[src/rtl/piso_shift_reg.sv]
// Parallel-in, serial-out shift register: MSB-first frame with valid/last strobes.
// Define PISO_PARITY_EN to append an even-parity bit to every frame.
module piso_shift_reg #(
  parameter int WIDTH = 4
) (
  input  logic             clk,
  input  logic             reset,
  input  logic [WIDTH-1:0] din,
  input  logic             load_valid,
  output logic             load_ready,
  output logic             dout,
  output logic             dout_valid,
  output logic             dout_last,
  output logic             busy
);

`ifdef PISO_PARITY_EN
  localparam int FRAME = WIDTH + 1;
`else
  localparam int FRAME = WIDTH;
`endif
  localparam int CNT_W = $clog2(FRAME + 1);

  typedef enum logic {IDLE = 1'b0, SHIFT = 1'b1} state_t;

  state_t           state_q, state_d;
  logic [WIDTH-1:0] sreg_q, sreg_d;
  logic [CNT_W-1:0] cnt_q, cnt_d;
  logic             dout_q, dout_d;
  logic             valid_q, valid_d;
  logic             last_q, last_d;
  logic             accept;
`ifdef PISO_PARITY_EN
  logic             par_q, par_d;
`endif

  // Ready is a function of state only so the producer never sees a loop through load_valid.
  assign load_ready = !reset && ((state_q == IDLE) || (state_q == SHIFT && last_q));
  assign accept     = load_valid && load_ready;

  always_ff @(posedge clk or posedge reset) begin
    if (reset) begin
      state_q <= IDLE;
      sreg_q  <= '0;
      cnt_q   <= '0;
      dout_q  <= 1'b0;
      valid_q <= 1'b0;
      last_q  <= 1'b0;
`ifdef PISO_PARITY_EN
      par_q   <= 1'b0;
`endif
    end else begin
      state_q <= state_d;
      sreg_q  <= sreg_d;
      cnt_q   <= cnt_d;
      dout_q  <= dout_d;
      valid_q <= valid_d;
      last_q  <= last_d;
`ifdef PISO_PARITY_EN
      par_q   <= par_d;
`endif
    end
  end

  always_comb begin
    state_d = state_q;
    case (state_q)
      IDLE:    if (accept) state_d = SHIFT;
      SHIFT:   if (cnt_q == '0 && !accept) state_d = IDLE;
      default: state_d = IDLE;
    endcase
  end

  always_comb begin
    sreg_d = sreg_q;
    cnt_d  = cnt_q;
    if (accept) begin
      sreg_d = din;
      cnt_d  = CNT_W'(FRAME - 1);
    end else if (state_q == SHIFT) begin
      sreg_d = {sreg_q[WIDTH-2:0], 1'b0};
      if (cnt_q != '0) cnt_d = cnt_q - CNT_W'(1);
    end
  end

`ifdef PISO_PARITY_EN
  assign par_d = accept ? ^din : par_q;
`endif

  // Outputs are precomputed from next-state values so they leave the block straight from flops.
  always_comb begin
    valid_d = (state_d == SHIFT);
    last_d  = valid_d && (cnt_d == '0);
    dout_d  = valid_d ? sreg_d[WIDTH-1] : 1'b0;
`ifdef PISO_PARITY_EN
    if (last_d) dout_d = par_d;
`endif
  end

  assign dout       = dout_q;
  assign dout_valid = valid_q;
  assign dout_last  = last_q;
  assign busy       = valid_q;

endmodule

[config.mk]
export PLATFORM = sky130hd
export DESIGN_NAME = piso_shift_reg
export DESIGN_NICKNAME = d
export VERILOG_FILES = /design/src/rtl/piso_shift_reg.sv
export SDC_FILE = /design/constraint.sdc
export NUM_CORES = 1
export LEC_CHECK = 0
export CAP_MARGIN = 10
export CORE_AREA = 3 3 42 44
export DETAILED_ROUTE_END_ITERATION = 10
export DIE_AREA = 0 0 45 47
export GPL_TIMING_DRIVEN = 0
export SYNTH_ARGS = -nofsm -noshare
export SYNTH_HDL_FRONTEND = slang
export SYNTH_SLANG_ARGS = --single-unit
[constraint.sdc]
create_clock -name clk -period 1.56 [get_ports clk]
set_input_delay 0.156 -clock clk [delete_from_list [all_inputs] [get_ports clk]]
set_output_delay 0.156 -clock clk [all_outputs]
set_load 0.02 [all_outputs]
Yosys cells after proc, flatten, opt, wreduce, memory -nomap -nowiden
Index checks and enable logic that the tools add are counted.
- word-level logic and storage cells: 29
- flip-flop bits (word level): 10
- output and inout bits: 5
- bits of input ports: 7
- muxes and demuxes: 9
- bitwise operators: 1
- reductions and logical operators: 12
- add/subtract/negate cells: 1
- operators with widths (kind ; number):
    two-way mux 3 bit ; 3
    two-way mux 4 bit ; 2
    logical NOT 3 bit ; 2
    logical AND 1 bit ; 5
    two-way mux 1 bit ; 3
    nonzero test 3 bit ; 1
    subtractor 3 x 1 -> 3 bit (second input constant) ; 1
    logical NOT 1 bit ; 2
    one-hot mux 1 bit (2 select lines) ; 1
    nonzero test 2 bit ; 1
    logical OR 1 bit ; 1
    inverter 1 bit ; 1

Depth between registers and ports, before layout
Gate-level depths: netlist of run 1.
- depth in word-level cells: 9
- gate-level depth with buffers: 5
- gate-level depth less buffers: 5

Worst setup path before layout of run 1
Ideal clock, no wire load.
- kind: reg2reg
- start: register, netlist name busy
- end: register dout_q, in the netlist dout
- arrival time: 1.203 ns
- data required time: 1.435 ns
- path slack: 0.232 ns
- library setup time: 0.125 ns
- stages on the path, launching flop included: 4
- clock period less this slack: 1.328 ns
- path through: dfrtp_1 -> inv_2 -> o211ai_4 -> mux2_2
- RTL lines (element ; RTL line ; text):
    to (signal assigned) ; 56 ; dout_q <= dout_d;
    to (decl) ; 29 ; logic dout_q, dout_d;

Final worst setup path of run 1
- start: register valid_q, in the netlist busy
- end: output port busy
- RTL lines (element ; RTL line ; text):
    from (decl) ; 30 ; logic valid_q, valid_d;
    from (signal assigned) ; 57 ; valid_q <= valid_d;
    to (decl) ; 14 ; output logic busy
No word-level cell between the ends.

==> flow_metrics.tcl, run 1 <==
set metrics [dict create \
    dr.pass1.iters 2 \
    antenna_found_initial 0 \
    cts.clk_slew.worst_paths_ns 0.07 \
    final_common_cell "clkdlybuf4s50_1" \
    grt_max_degree 11 \
    critPathMaxFanout 6 \
    relSlewSlack_pct 80.34 \
    synth_fp_nets 54 \
    area.growth.synth_to_final_pct 34.55 \
    syn_area_um2 481.7 \
    worstMarginPinSlew_ns 0.2935 \
    hpwl_um 585.8 \
    fin_util_pct 44.05 \
    layout.cells.most_common_list "clkdlybuf4s50_1 (9), dfrtp_1 (8), mux2_2 (6)" \
    via_per_inst 4.844 \
    globalRouteMet2Util_pct 13.28 \
    die_area_mm2 0.002115 \
    cts_root_buf "clkbuf_4" \
    hp-class "in2async" \
    max_stage_delay_ns 0.62 \
    coreArea_mm2 0.001471 \
    postRouteAntennaNets 0 \
    top_usage_layer "met2" \
    antenna_cells 0 \
    wl_per_cell_um 11.26 \
    rsz0062_at_grt "false" \
    htreeDepth 1 \
    synthesis.instances 45 \
    use_met3_pct 2.299 \
    ys_warn_count 0 \
    ys_seq_area_share_pct 46.75 \
    num_vias 373 \
    clk-insertion-delay-late_ns 0.27 \
    setup_viol 0 \
    grt_pass1_vias 322 \
    yosys_register_bits 9 \
    critPathCaptureType "primary output" \
    postLayoutCellArea_um2 648.1 \
    die_x_um 45 \
    min_period_ns 1.467 \
    tritoncts "built" \
    routed_wl_um 867 \
    path_buf_inv 1 \
    p_per_area_mw_per_mm2 1896 \
    crit_path_top_delay_cell "clkdlybuf4s50_1" \
    dpl_cell_area_um2 611.8 \
    gp_congestion 0.6486 \
    startpoint_type "flip-flop" \
    cts_buffers 3 \
    drt-initial-drc-count 7 \
    criticalPathCategory "reg2out" \
    drcViolationCount 0 \
    final.period_utilization_pct 94.04 \
    stdcell_count 77 \
    fin_worst_skew_ns 0.006122 \
    grt_usage_pct 9.554 \
    syn_avg_cell_area_um2 10.70 \
    placed_cells 72 \
    clock_path_buffers 2 \
    postCtsHoldBufs 0 \
    fin_nets 71 \
    hold_viol 0 \
    yosys.cell_types.count 20 \
    holdWs_ns 0.2514 \
    io_buffers 11 \
    required_ns 1.40 \
    leakage_nw 0.3083 \
    slew_viol_final 0 \
    irDropWorstVdd_uv 602.2 \
    layout-drive-gt1-share_pct 26.23 \
    drv_cap 0 \
    die_y_um 47 \
    crit_family "buffers and inverters" \
    grt_pass1_wl_mm 1.407 \
    start_util_pct 32.74 \
    cts_sinks 9 \
    cp.arrival_ns 1.31 \
    pin_count 12 \
    grtUsageMet1_pct 12.79 \
    grt.overflow.total 0 \
    crit_chain "clkdlybuf4s50_1" \
    outcome "finished clean" \
    clock.fmax_mhz 681.6 \
    num_rows 14 \
]
==> path summary, 6_finish.rpt <==
check                               from        end  slack (ns)  depth (start not counted)
worst max register to register  cnt_q[0]       dout        0.19                          5
min in group clk                  din[0]  sreg_q[0]        0.50                          2
worst max-delay path                busy       busy        0.09                          1
max in group asynchronous          reset       busy        1.14                          3
worst min register to register  cnt_q[1]   cnt_q[1]        0.57                          2
worst min-delay path               reset  dout_last        0.25                          3
==> state kept, by name (all words and copies together) (netlist names) <==
register,count
dout,1
busy,1
dout_last,1
cnt_q,3
sreg_q,3
==> through the flow <==
stage	total power, mW	TNS, ns	setup WS, ns
2_1_floorplan	0.8552	0	0.2324
3_3_place_gp	1.041	-0.4596	-0.3455
3_5_place_dp	1.051	-0.4452	-0.3452
4_1_cts	1.246	0	0.08023
5_1_grt	1.328	0	0.04565
6_report	1.229	0	0.09292
==> cell usage after synthesis <==
cell      n  area share (%)
inv_1     3             2.3
mux2i_1   1             2.1
buf_2     1             1.0
buf_4     1             1.6
o211ai_4  1             4.4
nor3_1    1             1.0
o21ai_0   2             2.1
nor2b_1   2             2.6
a21oi_1   4             4.2
mux2_2    6              14
nand2b_1  1             1.3
nand3_1   1             1.0
nor3b_1   1             1.6
dfrtp_1   9              47
o21a_1    1             1.6
nand2_1   4             3.1
nor2_1    1            0.78
inv_2     1            0.78
ha_1      2             5.2
and3_1    2             2.6
==> routing by layer <==
layer / wire [um] / vias to the layer above / part of all wire (%)
met5: 0 / - / 0
met4: 17 / 0 / 2.0
met3: 61 / 2 / 7.0
met2: 375 / 12 / 43
met1: 412 / 177 / 48
li1: - / 182 / -
==> tightest hold or removal path: stages <==
cell,delay (ns)
clkdlybuf4s50_1,0.44
clkinvlp_4,0.09
buf_4,0.19
==> power breakdown <==
group	switching (mW)	total [mW]	internal [mW]	leakage (nW)
sequential	0.0864	0.427	0.340	0.112
clock	0.0926	0.192	0.0990	0.0150
combinational	0.295	0.611	0.315	0.181
total	0.474	1.23	0.755	0.308
==> layout make-up <==
class,count,area (um2)
buffer,2,12.51
clock buffer,4,26.28
fill,157,823.3
inverter,4,18.77
multi-input combinational,30,229.0
sequential,9,226.5
tap,16,20.02
timing repair buffer,12,115.1
==> repair_timing <==
item,in CTS,in global routing
setup buffers,1,0
hold endpoints to repair,0,0
setup endpoints to repair,2,0
resized for setup,4,0
==> kinds of logic after synthesis <==
group,synth area share [%]
multiplexers,16.10
adder cells (fa/ha/maj),5.194
flip-flops,46.75
AND/OR/NAND/NOR,14.02
buffers and inverters,5.713
AO/OA/AOI/OAI,12.21
(Power assumes the default switching activity.)
==> run 2: changes to the inputs <==
Settings changed: SKIP_CTS_REPAIR_TIMING set to 1, TNS_END_PERCENT set to 50.
==> flow_metrics.tcl, run 2 (synthesis gave the netlist of run 1 again) <==
set metrics [dict create \
    outcome "finished clean" \
    p_sw_share_pct 38.23 \
    p_per_area_mw_per_mm2 1849 \
    clock.fmax_mhz 683.1 \
    tritoncts "built" \
    postLayoutCellArea_um2 673.1 \
    hold_viol 0 \
    setup_viol 0 \
    area.growth.synth_to_final_pct 39.74 \
    wl_per_cell_um 11.14 \
    fin_nets 74 \
    dr.pass1.iters 4 \
    required_ns 1.40 \
    cts_sinks 9 \
    cts_buffers 3 \
    die_area_mm2 0.002115 \
    holdWs_ns 0.2319 \
    internal-power_mw 0.7688 \
    final.period_utilization_pct 93.84 \
    switching_power_mw 0.4759 \
    grt_pass1_wl_mm 1.400 \
    drcViolationCount 0 \
    grt_max_degree 12 \
    cts.clk_slew.worst_paths_ns 0.06 \
    leakage_nw 0.3335 \
    hpwl_um 585.8 \
    cts_root_buf "clkbuf_4" \
    clk-insertion-delay-late_ns 0.27 \
    largestRegisters "cnt_q: 3 flops, sreg_q: 3 flops" \
    worstMarginPinSlew_ns 0.2954 \
    coreArea_mm2 0.001471 \
    grt.overflow.total 0 \
    crit_chain "clkdlybuf4s50_1" \
    io_buffers 11 \
    p_comb_share_pct 50.4 \
    htreeDepth 1 \
    critPathMaxFanout 6 \
    fill_cells 153 \
    cp.arrival_ns 1.31 \
    clock_power_share_pct 15.4 \
    via_per_inst 4.788 \
    criticalPathCategory "reg2out" \
    start_util_pct 32.74 \
    rsz0062_at_grt "false" \
    placed_cells 72 \
    critPathCaptureType "primary output" \
    layout.cells.most_common_list "clkdlybuf4s50_1 (9), dfrtp_1 (8), mux2_2 (6), buf_4 (6)" \
    clock_path_buffers 2 \
    hp-class "in2async" \
    irDropWorstVdd_uv 607.5 \
    stdcell_count 80 \
    startpoint_type "flip-flop" \
    grt_pass1_vias 320 \
    crit_path_top_delay_cell "clkdlybuf4s50_1" \
    fin_worst_skew_ns 0.006381 \
    num_rows 14 \
    slew_viol_final 0 \
    grt_usage_pct 9.554 \
    layout-drive-gt1-share_pct 31.25 \
    max_stage_delay_ns 0.62 \
    postRouteAntennaNets 0 \
    dpl_cell_area_um2 611.8 \
    pin_count 12 \
    die_y_um 47 \
    antenna_found_initial 0 \
    p_total_mw 1.245 \
    gp_congestion 0.6486 \
    relSlewSlack_pct 80.21 \
    routed_wl_um 891 \
    die_x_um 45 \
    final_common_cell "clkdlybuf4s50_1" \
    drt-initial-drc-count 6 \
    min_period_ns 1.464 \
    num_vias 383 \
    share_seq_of_total_power_pct 34.2 \
    tns_ns 0 \
    path_buf_inv 1 \
    crit_family "buffers and inverters" \
    antenna_cells 0 \
    drv_cap 0 \
]
[run 2: cell types whose count changed in the layout (fill, tap and decap cells not counted)]
cell / previous run / this run
dlygate4sd2_1: 2 / 0
dlymetal6s2s_1: 0 / 1
buf_4: 2 / 6
[run 2: path summary, 6_finish.rpt]
kind	slack (ns)	endpoint	depth (start not counted)	start
worst max-delay path	0.1	busy	1	busy
worst min-delay path	0.23	busy	3	reset
worst max register to register	0.19	dout	5	cnt_q[0]
worst min register to register	0.57	cnt_q[1]	2	cnt_q[1]
max in group asynchronous	1.20	dout	3	reset
min in group clk	0.50	sreg_q[0]	2	din[0]
[run 2: cell type report]
class                      count  area (um2)  share of cell area, %
buffer                         2       12.51                  1.859
clock buffer                   4       26.28                  3.903
inverter                       4       18.77                  2.788
multi-input combinational     30       229.0                  34.01
sequential                     9       226.5                  33.64
tap                           16       20.02                  2.974
timing repair buffer          15       140.1                  20.82
[run 2: metal layers]
layer | track usage, % | up-vias | share of wire, %
li1 | - | 189 | -
met1 | 13.02 | 178 | 48
met2 | 12.99 | 14 | 43
met3 | 2.299 | 2 | 7.5
met4 | 7.018 | 0 | 1.9
met5 | 0 | - | 0
[run 2: power by group through the flow]
stage	Sequential, mW	Combinational [mW]	Clock [mW]
detailed placement	0.426	0.625	0
global placement	0.424	0.617	0
floorplan	0.454	0.401	0
CTS	0.422	0.635	0.200
global route	0.449	0.686	0.209
finish	0.426	0.627	0.192
[run 2: through the flow]
stage | util [%] | setup WS (ns)
floorplan | - | 0.2324
global placement | 41.58 | -0.3455
detailed placement | 41.58 | -0.3452
CTS | 43.37 | -0.3602
global route | 45.75 | 0.04565
finish | 45.75 | 0.09604
==> run 3: changes to the inputs <==
Settings changed: ABC_AREA set to 1, CORE_AREA 3 3 42 44 to 3 3 45 47, DIE_AREA 0 0 45 47 to 0 0 48 50.
==> flow_metrics.tcl, run 3 <==
set metrics [dict create \
    via_per_inst 4.656 \
    relSlewSlack_pct 70.12 \
    final_common_cell "nand3_1" \
    synth_edf_count 0 \
    pin_count 12 \
    fin_nets 86 \
    critPathMaxFanout 3 \
    critPathCaptureType "primary output" \
    synthTopCellsByArea "dfrtp_1 (44%), nand3_1 (9.7%), inv_1 (5.3%)" \
    yosys.cell_types.count 20 \
    ys_seq_area_share_pct 44.15 \
    dpl_cell_area_um2 698.2 \
    leakage_nw 0.3725 \
    die_y_um 50 \
    hpwl_um 784.5 \
    drcViolationCount 0 \
    syn_area_um2 566.8 \
    grt.overflow.total 0 \
    largest_reg_flops 4 \
    ys_warn_count 0 \
    cts_root_buf "clkbuf_4" \
    regMostFlops "sreg_q" \
    hold_viol 0 \
    yosys_register_bits 10 \
    clk-insertion-delay-late_ns 0.26 \
    setup_viol 0 \
    gp_congestion 0.7257 \
    largestRegisters "sreg_q: 4 flops, cnt_q: 3 flops" \
    start_util_pct 33.56 \
    coreArea_mm2 0.001689 \
    htreeDepth 1 \
    slew_viol_final 0 \
    cts_buffers 3 \
    grt_pass1_vias 373 \
    layout-drive-gt1-share_pct 23.68 \
    startpoint_type "flip-flop" \
    worstMarginPinSlew_ns 0.4476 \
    required_ns 1.40 \
    wl_per_cell_um 9.978 \
    yosys-top-cells-count "nand3_1 (11), dfrtp_1 (10), inv_1 (8)" \
    die_x_um 48 \
    stdcell_count 93 \
    cts.clk_slew.worst_paths_ns 0.07 \
    antenna_cells 0 \
    min_period_ns 1.500 \
    num_vias 433 \
    grt_max_degree 12 \
    postLayoutCellArea_um2 737.0 \
    r2r_slack_ns 0.30 \
    grt_pass1_wl_mm 1.490 \
    area.growth.synth_to_final_pct 30.02 \
    synth-async-reset-ratio_pct 100.0 \
    criticalPathCategory "reg2out" \
    synth_fp_nets 70 \
    drv_cap 0 \
    placed_cells 89 \
    yosys.area.top_type "dfrtp_1" \
    synth_most_common_cell "nand3_1" \
    synthesis.instances 61 \
    p_total_mw 1.490 \
    hp-class "in2async" \
    num_rows 15 \
    p_per_area_mw_per_mm2 2022 \
    io_buffers 11 \
    clock_path_buffers 2 \
    irDropWorstVdd_uv 787.7 \
    layout.cells.most_common_list "nand3_1 (11), dfrtp_1 (10), clkdlybuf4s50_1 (10)" \
    final.period_utilization_pct 96.14 \
    syn_avg_cell_area_um2 9.292 \
    cts_sinks 10 \
    rsz0062_at_grt "false" \
    synthFlopType "dfrtp_1" \
    routed_wl_um 928 \
    clock.fmax_mhz 666.8 \
    dr.pass1.iters 2 \
    grt_usage_pct 9.294 \
    cp.arrival_ns 1.34 \
    drt-initial-drc-count 3 \
    postRouteAntennaNets 0 \
    die_area_mm2 0.002400 \
    fin_worst_skew_ns 0.01110 \
    fill_cells 174 \
    antenna_found_initial 0 \
    outcome "finished clean" \
    synth.top_cell.area_share_pct 44.15 \
    tritoncts "built" \
]
==> run 3: changes by cell type in the layout (fill, tap and decap cells not counted), sizes merged, moves of 2 or more <==
cell	change
nor2	+5
nand2	+6
a21oi	-2
buf	-4
mux2	-6
nor2b	-2
nand3	+11
and3	-2
inv	+8
==> run 3: final cells by class <==
cell class                 instances  area, um2  area share, %
sequential                        10      250.2          33.96
multi-input combinational         37      236.5          32.09
timing repair buffer              11      112.6          15.28
inverter                          11      41.29          5.603
buffer                             3      38.79          5.263
clock buffer                       4      36.28          4.924
tap                               17      21.27          2.886
==> run 3: power breakdown <==
group	leakage (nW)	switching [mW]	total, mW	internal [mW]
clock network	0.0210	0.0879	0.229	0.141
logic	0.226	0.469	0.838	0.368
registers	0.126	0.0531	0.423	0.370
total	0.373	0.610	1.49	0.880
==> run 3: critical path, stage by stage (launching register included) <==
cell and delay, ns:
dfrtp_1 0.38, buf_4 0.11, clkdlybuf4s50_1 0.58
==> run 3: metrics by stage <==
stage	TNS, ns	utilization [%]	setup slack [ns]	hold WS [ns]
after global routing	0	43.63	0.01422	0.2965
after CTS	-0.2608	43.48	-0.2608	0.2506
after floorplan	0	-	0.3608	0.02618
final	0	43.63	0.06027	0.2374
after detailed placement	-0.01405	41.33	-0.01184	0.4918
after global placement	-0.003036	41.33	-0.003036	0.4858
==> run 3: kinds of logic after synthesis <==
group	share of synthesized area (%)
AND/OR/NAND/NOR	28.48
adder cells (fa/ha/maj)	4.414
buffers and inverters	14.13
AO/OA/AOI/OAI	8.829
flip-flops	44.15
==> run 3: layer usage <==
layer | part of all wire, % | routed length (um) | up-vias | GRT usage [%]
li1 | - | - | 223 | -
met1 | 43 | 399 | 198 | 10.56
met2 | 50 | 460 | 10 | 13.00
met3 | 5.5 | 51 | 2 | 5.474
met4 | 1.7 | 16 | 0 | 5.381
met5 | 0 | 0 | - | 0
==> run 3: final timing paths <==
kind / from / end / cells after the start
hold reg to reg: sreg_q[0] / sreg_q[0] / 2
setup / recovery: busy / dout_valid / 2
setup reg to reg: cnt_q[0] / dout_last / 7
hold / removal: reset / sreg_q[2] / 2
min in group clk: din[0] / sreg_q[0] / 3
max in group asynchronous: reset / sreg_q[0] / 2
